**src/rtl/div_iter32_if.sv**
```systemverilog
// Handshake/operand bundle for the iterative divider.
interface div_iter32_if #(
    parameter int WIDTH = 32
);
    logic             start;
    logic [1:0]       fsel;
    logic [WIDTH-1:0] a;
    logic [WIDTH-1:0] b;
    logic             cancel;
    logic             busy;
    logic             ready;
    logic [WIDTH-1:0] q;

    modport master (
        output start,
        output fsel,
        output a,
        output b,
        output cancel,
        input  busy,
        input  ready,
        input  q
    );

    modport slave (
        input  start,
        input  fsel,
        input  a,
        input  b,
        input  cancel,
        output busy,
        output ready,
        output q
    );
endinterface

```
**src/rtl/div_iter32.sv**
```systemverilog
// Iterative radix-2 restoring divider for RV32M DIV/DIVU/REM/REMU.
// Optional feature: DIV_EARLY_OUT_EN (divide-by-zero / signed overflow skip CALC).
module div_iter32 #(
    parameter int WIDTH = 32
) (
    input  logic        clk,
    input  logic        clrn,
    div_iter32_if.slave dif
);

    localparam int CW = $clog2(WIDTH + 1);

    typedef enum logic [1:0] {
        S_IDLE = 2'd0,
        S_CALC = 2'd1,
        S_DONE = 2'd2
    } state_e;

    state_e           state_q, state_d;
    logic [CW-1:0]    cnt_q, cnt_d;
    logic [WIDTH-1:0] rem_q, rem_d;
    logic [WIDTH-1:0] quo_q, quo_d;
    logic [WIDTH-1:0] dvs_q, dvs_d;
    logic [WIDTH-1:0] hold_q, hold_d;
    logic             rem_sel_q, rem_sel_d;
    logic             neg_quo_q, neg_quo_d;
    logic             neg_rem_q, neg_rem_d;
    logic             b_zero_q, b_zero_d;
`ifdef DIV_EARLY_OUT_EN
    logic             early_q, early_d;
    logic             special;
    logic             ovf;
`endif

    logic             op_signed;
    logic [WIDTH-1:0] a_abs;
    logic [WIDTH-1:0] b_abs;
    logic [WIDTH:0]   shifted;
    logic [WIDTH:0]   diff;
    logic [WIDTH-1:0] res;
    logic             done_ok;

    // |MIN| stays as unsigned 2^(WIDTH-1); the extra trial bit absorbs it
    always_comb begin : operand_abs
        op_signed = ~dif.fsel[0];
        a_abs     = dif.a;
        b_abs     = dif.b;
        if (op_signed && dif.a[WIDTH-1]) a_abs = -dif.a;
        if (op_signed && dif.b[WIDTH-1]) b_abs = -dif.b;
    end

`ifdef DIV_EARLY_OUT_EN
    always_comb begin : special_detect
        ovf     = op_signed
                  && (dif.a == {1'b1, {(WIDTH-1){1'b0}}})
                  && (dif.b == {WIDTH{1'b1}});
        special = (dif.b == '0) || ovf;
    end
`endif

    always_comb begin : trial_sub
        shifted = {rem_q, quo_q[WIDTH-1]};
        diff    = shifted - {1'b0, dvs_q};
    end

    always_comb begin : result_sel
        res = quo_q;
        if (rem_sel_q) begin
            res = neg_rem_q ? -rem_q : rem_q;
        end else if (neg_quo_q && !b_zero_q) begin
            res = -quo_q;
        end
    end

    always_comb begin : fsm_next
        state_d   = state_q;
        cnt_d     = cnt_q;
        rem_d     = rem_q;
        quo_d     = quo_q;
        dvs_d     = dvs_q;
        hold_d    = hold_q;
        rem_sel_d = rem_sel_q;
        neg_quo_d = neg_quo_q;
        neg_rem_d = neg_rem_q;
        b_zero_d  = b_zero_q;
`ifdef DIV_EARLY_OUT_EN
        early_d   = early_q;
`endif
        unique case (state_q)
            S_IDLE: begin
                if (dif.start && !dif.cancel) begin
                    rem_sel_d = dif.fsel[1];
                    neg_quo_d = op_signed
                                & (dif.a[WIDTH-1] ^ dif.b[WIDTH-1]);
                    neg_rem_d = op_signed & dif.a[WIDTH-1];
                    b_zero_d  = (dif.b == '0);
                    dvs_d     = b_abs;
                    rem_d     = '0;
                    quo_d     = a_abs;
                    cnt_d     = CW'(WIDTH);
                    state_d   = S_CALC;
`ifdef DIV_EARLY_OUT_EN
                    early_d   = 1'b0;
                    // Preload what the full iteration would have produced
                    if (special) begin
                        early_d = 1'b1;
                        state_d = S_DONE;
                        cnt_d   = '0;
                        if (dif.b == '0) begin
                            quo_d = '1;
                            rem_d = a_abs;
                        end else begin
                            quo_d = {1'b1, {(WIDTH-1){1'b0}}};
                            rem_d = '0;
                        end
                    end
`endif
                end
            end
            S_CALC: begin
                if (dif.cancel) begin
                    state_d = S_IDLE;
                end else begin
                    if (!diff[WIDTH]) begin
                        rem_d = diff[WIDTH-1:0];
                        quo_d = {quo_q[WIDTH-2:0], 1'b1};
                    end else begin
                        rem_d = shifted[WIDTH-1:0];
                        quo_d = {quo_q[WIDTH-2:0], 1'b0};
                    end
                    cnt_d = cnt_q - CW'(1);
                    if (cnt_q == CW'(1)) state_d = S_DONE;
                end
            end
            S_DONE: begin
                if (!dif.cancel) hold_d = res;
                state_d = S_IDLE;
            end
            default: begin
                state_d = S_IDLE;
            end
        endcase
    end

    assign done_ok   = (state_q == S_DONE) && !dif.cancel;
    assign dif.ready = done_ok;
    assign dif.q     = done_ok ? res : hold_q;
`ifdef DIV_EARLY_OUT_EN
    assign dif.busy  = (state_q == S_CALC)
                       || ((state_q == S_DONE) && !early_q);
`else
    assign dif.busy  = (state_q != S_IDLE);
`endif

    always_ff @(posedge clk or negedge clrn) begin
        if (!clrn) begin
            state_q   <= S_IDLE;
            cnt_q     <= '0;
            rem_q     <= '0;
            quo_q     <= '0;
            dvs_q     <= '0;
            hold_q    <= '0;
            rem_sel_q <= 1'b0;
            neg_quo_q <= 1'b0;
            neg_rem_q <= 1'b0;
            b_zero_q  <= 1'b0;
`ifdef DIV_EARLY_OUT_EN
            early_q   <= 1'b0;
`endif
        end else begin
            state_q   <= state_d;
            cnt_q     <= cnt_d;
            rem_q     <= rem_d;
            quo_q     <= quo_d;
            dvs_q     <= dvs_d;
            hold_q    <= hold_d;
            rem_sel_q <= rem_sel_d;
            neg_quo_q <= neg_quo_d;
            neg_rem_q <= neg_rem_d;
            b_zero_q  <= b_zero_d;
`ifdef DIV_EARLY_OUT_EN
            early_q   <= early_d;
`endif
        end
    end

endmodule

```
**src/flat_wrapper.sv**
```systemverilog
// flat-port wrapper written by rule: the top's interface ports become plain ports
module div_iter32_flat 
#(
    parameter int WIDTH = 32
)
  (clk, clrn, dif_start, dif_fsel, dif_a, dif_b, dif_cancel, dif_busy, dif_ready, dif_q);
  div_iter32_if #(.WIDTH(WIDTH)) dif_i ();
  input  logic clk;
  input  logic clrn;
  input wire logic [$bits(dif_i.start)-1:0] dif_start;
  input wire logic [$bits(dif_i.fsel)-1:0] dif_fsel;
  input wire logic [$bits(dif_i.a)-1:0] dif_a;
  input wire logic [$bits(dif_i.b)-1:0] dif_b;
  input wire logic [$bits(dif_i.cancel)-1:0] dif_cancel;
  output wire logic [$bits(dif_i.busy)-1:0] dif_busy;
  output wire logic [$bits(dif_i.ready)-1:0] dif_ready;
  output wire logic [$bits(dif_i.q)-1:0] dif_q;
  assign dif_i.start = dif_start;
  assign dif_i.fsel = dif_fsel;
  assign dif_i.a = dif_a;
  assign dif_i.b = dif_b;
  assign dif_i.cancel = dif_cancel;
  assign dif_busy = dif_i.busy;
  assign dif_ready = dif_i.ready;
  assign dif_q = dif_i.q;
  div_iter32 #(.WIDTH(WIDTH)) u_core (.clk(clk), .clrn(clrn), .dif(dif_i));
endmodule
```
**config.mk**
```make
export PLATFORM = sky130hd
export DESIGN_NAME = div_iter32_flat
export DESIGN_NICKNAME = d
export VERILOG_FILES = /design/src/rtl/div_iter32_if.sv /design/src/rtl/div_iter32.sv /design/src/flat_wrapper.sv
export SDC_FILE = /design/constraint.sdc
export NUM_CORES = 1
export LEC_CHECK = 0
export CAP_MARGIN = 20
export CORE_MARGIN = 2
export CORE_UTILIZATION = 49
export CTS_CLUSTER_DIAMETER = 150
export DETAILED_ROUTE_END_ITERATION = 10
export DONT_BUFFER_PORTS = 1
export HOLD_SLACK_MARGIN = 0.15
export PLACE_DENSITY = 0.76
export SETUP_SLACK_MARGIN = 0.02
export SYNTH_ARGS = -nofsm -noshare
export SYNTH_HDL_FRONTEND = slang
export SYNTH_SLANG_ARGS = --single-unit
```
**constraint.sdc**
```tcl
create_clock -name clk -period 7.95 [get_ports clk]
set_input_delay 0.795 -clock clk [delete_from_list [all_inputs] [get_ports clk]]
set_output_delay 0.795 -clock clk [all_outputs]
set_load 0.05 [all_outputs]
```
Yosys cells after proc, flatten, opt, wreduce, memory -nomap -nowiden --
Index checks and enable logic that the tools add are counted. Widths: inputs -> output; s select.
Storage, ports and cells: bits of input ports 70, word-level logic and storage cells 63, bits in registers 140
Operators by class: $add $sub $neg 6, mux-type cells 21, eq/ne operators 6, bitwise gates (word level) 5, reductions and logical operators 15
Operators by type and width (number):
- $mux 32 | 11
- $neg 32->32 | 4
- $pmux 32 s2 | 2
- $sub 33x32->33 | 1
- $logic_not 32->1 | 1
- $mux 6 | 2
- $pmux 6 s2 | 1
- $eq 6x1->1 const B | 1
- $mux 2 | 3
- $reduce_and 2->1 | 3
- $sub 6x1->6 const B | 1
- $logic_and 1x1->1 | 5
- $pmux 2 s2 | 1
- $reduce_bool 2->1 | 2
- $ne 3x2->1 const B | 1
- $reduce_and 3->1 | 1
- $and 1x1->1 | 2
- $eq 2x1->1 const B | 1
- $eq 2x2->1 const B | 1
- $logic_not 1->1 | 2
- $logic_not 2->1 | 1
- $ne 2x1->1 const B | 1
- $ne 2x2->1 const B | 1
- $not 1->1 | 2
- other kinds (2) | 2

Logic depth before layout (Yosys ltp) --
word-level depth 5, depth in mapped cells 14, mapped depth without buffers 12

Least setup slack after synthesis --
OpenSTA, ideal clock, no wires.
kind reg-to-output, start register u_core.rem_q[8], end output port dif_q[26], stages on the path, launching flop included 10, slack 3.561 ns, path buffers 0, arrival time 3.594 ns, cells stage by stage dfrtp_1 -> or4_4 -> or3_4 -> or3_2 -> nand2b_1 -> o21ai_1 -> nand2_1 -> xor2_1 -> a21oi_1 -> o21ai_0
Between the ends: longest elaborated chain between the ends 4
Ends and longest elaborated chain:
- from (decl) | RTL line div_iter32.sv:21 | logic [WIDTH-1:0] rem_q, rem_d;
- from (signal assigned) | RTL line div_iter32.sv:173 | rem_q <= rem_d;
- $neg 32->32 | RTL line div_iter32.sv:69 | res = neg_rem_q ? -rem_q : rem_q;
- $mux 32 | RTL line div_iter32.sv:69
- $mux 32 | RTL line div_iter32.sv:68 | if (rem_sel_q) begin
- $mux 32 | RTL line div_iter32.sv:147 | assign dif.q = done_ok ? res : hold_q;
- to (decl) | RTL line flat_wrapper.sv:17 | output wire logic [$bits(dif_i.q)-1:0] dif_q;
No other way between the ends.

Worst setup path in the final report --
start register u_core.rem_q[8], end output port dif_q[30]
Same word-level chain as after synthesis.

==> results.sh <==
export IMPL_cts_made_buffers=17
export IMPL_final_nets=1379
export IMPL_place_gp_congestion=0.952
export IMPL_place_inst=1522
export IMPL_fp_dieArea_um2=22500
export IMPL_r2r_slack_ps=3840
export IMPL_worstHoldPathType="input port to asynchronous set/reset pin"
export IMPL_antenna_cells=0
export IMPL_drtPass1Iterations=6
export IMPL_critical_path_class="register to primary output"
export IMPL_synth_edff_count=0
export IMPL_first_iter_violations=841
export IMPL_hold_viol=0
export IMPL_synth_compound_area_share_pct=24.3
export IMPL_drv_cap=0
export IMPL_syn_to_final_growth_pct=7.96
export IMPL_dpl_hpwl_um=21900
export IMPL_hold_buffers=1
export IMPL_clk_pin_slew_ps=70
export IMPL_htreeDepth=4
export IMPL_ys_async_sr_fraction_pct=100
export IMPL_cp_max_fo=7
export IMPL_layout_drive_gt1_share_pct=5.22
export IMPL_yosys_area_share_simple_pct=20.6
export IMPL_maxSlewViolCount=0
export IMPL_total_leakage_power_nw=4.76
export IMPL_die_w_um=150
export IMPL_ant_nets=0
export IMPL_total_power_mw=4.74
export IMPL_yosysUniqueCellTypes=66
export IMPL_cts_tree="done"
export IMPL_netlist_instances=1317
export IMPL_overflow=0
export IMPL_yosys_register_bits=140
export IMPL_slew_headroom_pct=23.8
export IMPL_fmaxAchievable_mhz=206
export IMPL_period_needed_ps=4860
export IMPL_synth_mux_area_share_pct=0.192
export IMPL_clock_sinks=140
export IMPL_synth_flop_cell="dfrtp_1"
export IMPL_num_rows=53
export IMPL_start_kind="register"
export IMPL_wirelength_um=29900
export IMPL_drc_errors=0
export IMPL_grt_usage_pct=26.8
export IMPL_ir_worst_vdd_mv=0.226
export IMPL_cts_repair_resized=0
export IMPL_nFillCells=1957
export IMPL_seq_area_frac_synth_pct=33.6
export IMPL_ios=104
export IMPL_num_vias=9544
export IMPL_grt_pass1_wl_um=47200
export IMPL_rr_worst_depth=11
export IMPL_clk_insertion_delay_late_ps=440
export IMPL_start_util_pct=49.8
export IMPL_critical_path_arrival_ps=4070
export IMPL_syn_nets=1426
export IMPL_instances_no_fill=1558
export IMPL_cts_setup_buffers=0
export IMPL_regToRegEndpoint="u_core.rem_q[25]"
export IMPL_antenna_found_initial=0
export IMPL_synth_adder_area_share_pct=4.75
export IMPL_setup_viol=0
export IMPL_powerDensity_nw_per_um2=420
export IMPL_synth_top_family_by_area="compound AO/OA/AOI/OAI gates"
export IMPL_ys_warn_count=0
export IMPL_wl_per_cell_um=19.2
export IMPL_layout_worst_path_cycle_share_pct=61.2
export IMPL_portBuffers=0
export IMPL_fin_tns_setup_ps=0
export IMPL_die_height_um=150
export IMPL_skew_ps=15.7
export IMPL_via_per_inst=6.13
export IMPL_rsz0062_at_grt="false"
export IMPL_worstSetupEndpointType="primary output"
export IMPL_grt_start_max_net_pins=141
export IMPL_synthXorXnorAreaFrac_pct=11.8
export IMPL_synth_cell_area_um2=10400
export IMPL_cts_buffer_depth=2
export IMPL_post_route_util_pct=53.7
export IMPL_synth_avg_cell_area_um2=7.92
export IMPL_reg2reg_from="u_core.rem_q[0]"
export IMPL_grt_pass1_vias=8930
export IMPL_worstPathRequired_ps=7150
export IMPL_status="finished, final reports clean"
export IMPL_clockRootBuffer="clkbuf_16"
export IMPL_worstMarginPinSlew_ps=1140
export IMPL_core_area_um2=21000
Yosys cell counts, types with 3 or more instances:
library cell,n,area (um^2)
o21ai_1,6,30.0
o21a_1,4,30.0
a221o_1,4,40.0
o41ai_1,11,96.3
a31oi_1,10,62.6
a21oi_1,93,465
nor4b_1,3,26.3
a21o_1,15,113
nand3_1,18,90.1
o211ai_1,33,248
a22oi_1,14,105
nor2b_1,8,50.1
xnor2_1,71,622
nor4_1,17,106
xor2_1,70,613
or2_2,4,25.0
o31ai_1,22,165
dfrtp_1,140,3500
and3_1,7,43.8
nor3b_1,4,30.0
nand2_1,199,747
inv_1,51,191
clkbuf_1,67,251
nand4_1,28,175
buf_1,4,15.0
o21bai_1,5,37.5
buf_2,5,25.0
ha_1,38,475
or4_1,14,105
nor3_1,19,95.1
or3_1,20,125
o21ai_0,165,826
nand2b_1,19,119
a211oi_1,7,52.6
nor2_1,77,289
and2_1,3,18.8
final cells by class:
type | instances | area, um^2 | share of cell area [%]
clock buffer | 21 | 460 | 4.09
sequential | 140 | 3500 | 31.1
multi-input combinational | 1048 | 6450 | 57.3
tap | 275 | 344 | 3.05
timing repair buffer | 12 | 131 | 1.17
inverter | 51 | 191 | 1.70
clock inverter | 11 | 180 | 1.60
stage by stage:
step                setup WS [ps]  cell area, um^2  hold slack, ps
floorplan                    3560            10400             450
global placement             3600            10600             462
detailed placement           3620            10600             470
CTS                          3100            11200             404
global route                 2890            11300             429
finish                       3090            11300             365
placed cells by master, fill, tap and decap left out, drive strengths merged, types with 5 or more instances in the layout:
cell type,n
a31oi,10
nor3,20
nand2,199
or3,23
a21o,15
o31ai,24
xor2,70
nor2,78
xnor2,71
or2,5
a22oi,14
nand4,28
nor4,17
dfrtp,140
a211oi,7
o21bai,5
ha,38
o211ai,33
nor2b,8
inv,54
a21oi,94
nand2b,19
and3,7
buf,12
o41ai,12
o21ai,173
nand3,18
or4,16
clkbuf,21
metal layers:
metal | part of all wire (%) | vias up | global-route usage, % | routed length (um)
met1 | 44 | 4482 | 37.1 | 13100
met4 | 3.7 | 0 | 11.1 | 1110
li1 | - | 4604 | - | -
met3 | 8.5 | 61 | 6.49 | 2530
met5 | 0 | - | 0 | 0
met2 | 44 | 397 | 40.2 | 13100
kinds of logic (layout without fill, tap and decap cells):
| logic type | count (synthesis) | after routing |
|---|---|---|
| flip-flops | 140 | 140 |
| AND/OR/NAND/NOR | 451 | 451 |
| AO/OA/AOI/OAI | 415 | 415 |
| buffers and inverters | 129 | 95 |
| multiplexers | 2 | 2 |
| adder cells (fa/ha/maj) | 39 | 39 |
| XOR/XNOR | 141 | 141 |
report_power, final:
part	switching, mW	leakage, nW	total (mW)	internal [mW]
Clock	0.326	0.309	0.872	0.546
Combinational	1.59	2.63	2.59	1.00
Sequential	0.360	1.83	1.28	0.917
how the worst max path moves through the flow:
stage                         start         to  slack (ps)  cells after the start
floorplan           u_core.rem_q[8]  dif_q[26]        3560                      9
global placement    u_core.quo_q[0]  dif_q[31]        3600                      9
detailed placement  u_core.rem_q[8]  dif_q[30]        3620                      9
CTS                 u_core.rem_q[8]  dif_q[30]        3100                      9
global route        u_core.rem_q[8]  dif_q[30]        2890                      9
finish              u_core.rem_q[8]  dif_q[30]        3090                      9
critical path, cell delays in order (launching register included):
cell      delay, ps
dfrtp_1         470
or4_4           560
or3_4           360
or3_2           470
nand2b_1        260
o21ai_1         290
nand2_1         100
xor2_1          150
a21oi_1         100
o21ai_1         850
state kept, by name, summed over array words and instances (netlist names), 2 cells and up:
name / flops
u_core.cnt_q: 6
u_core.quo_q: 32
u_core.dvs_q: 32
u_core.rem_q: 32
u_core.hold_q: 32
u_core.state_q: 2
No activity file was read; power rests on OpenSTA's default activity.
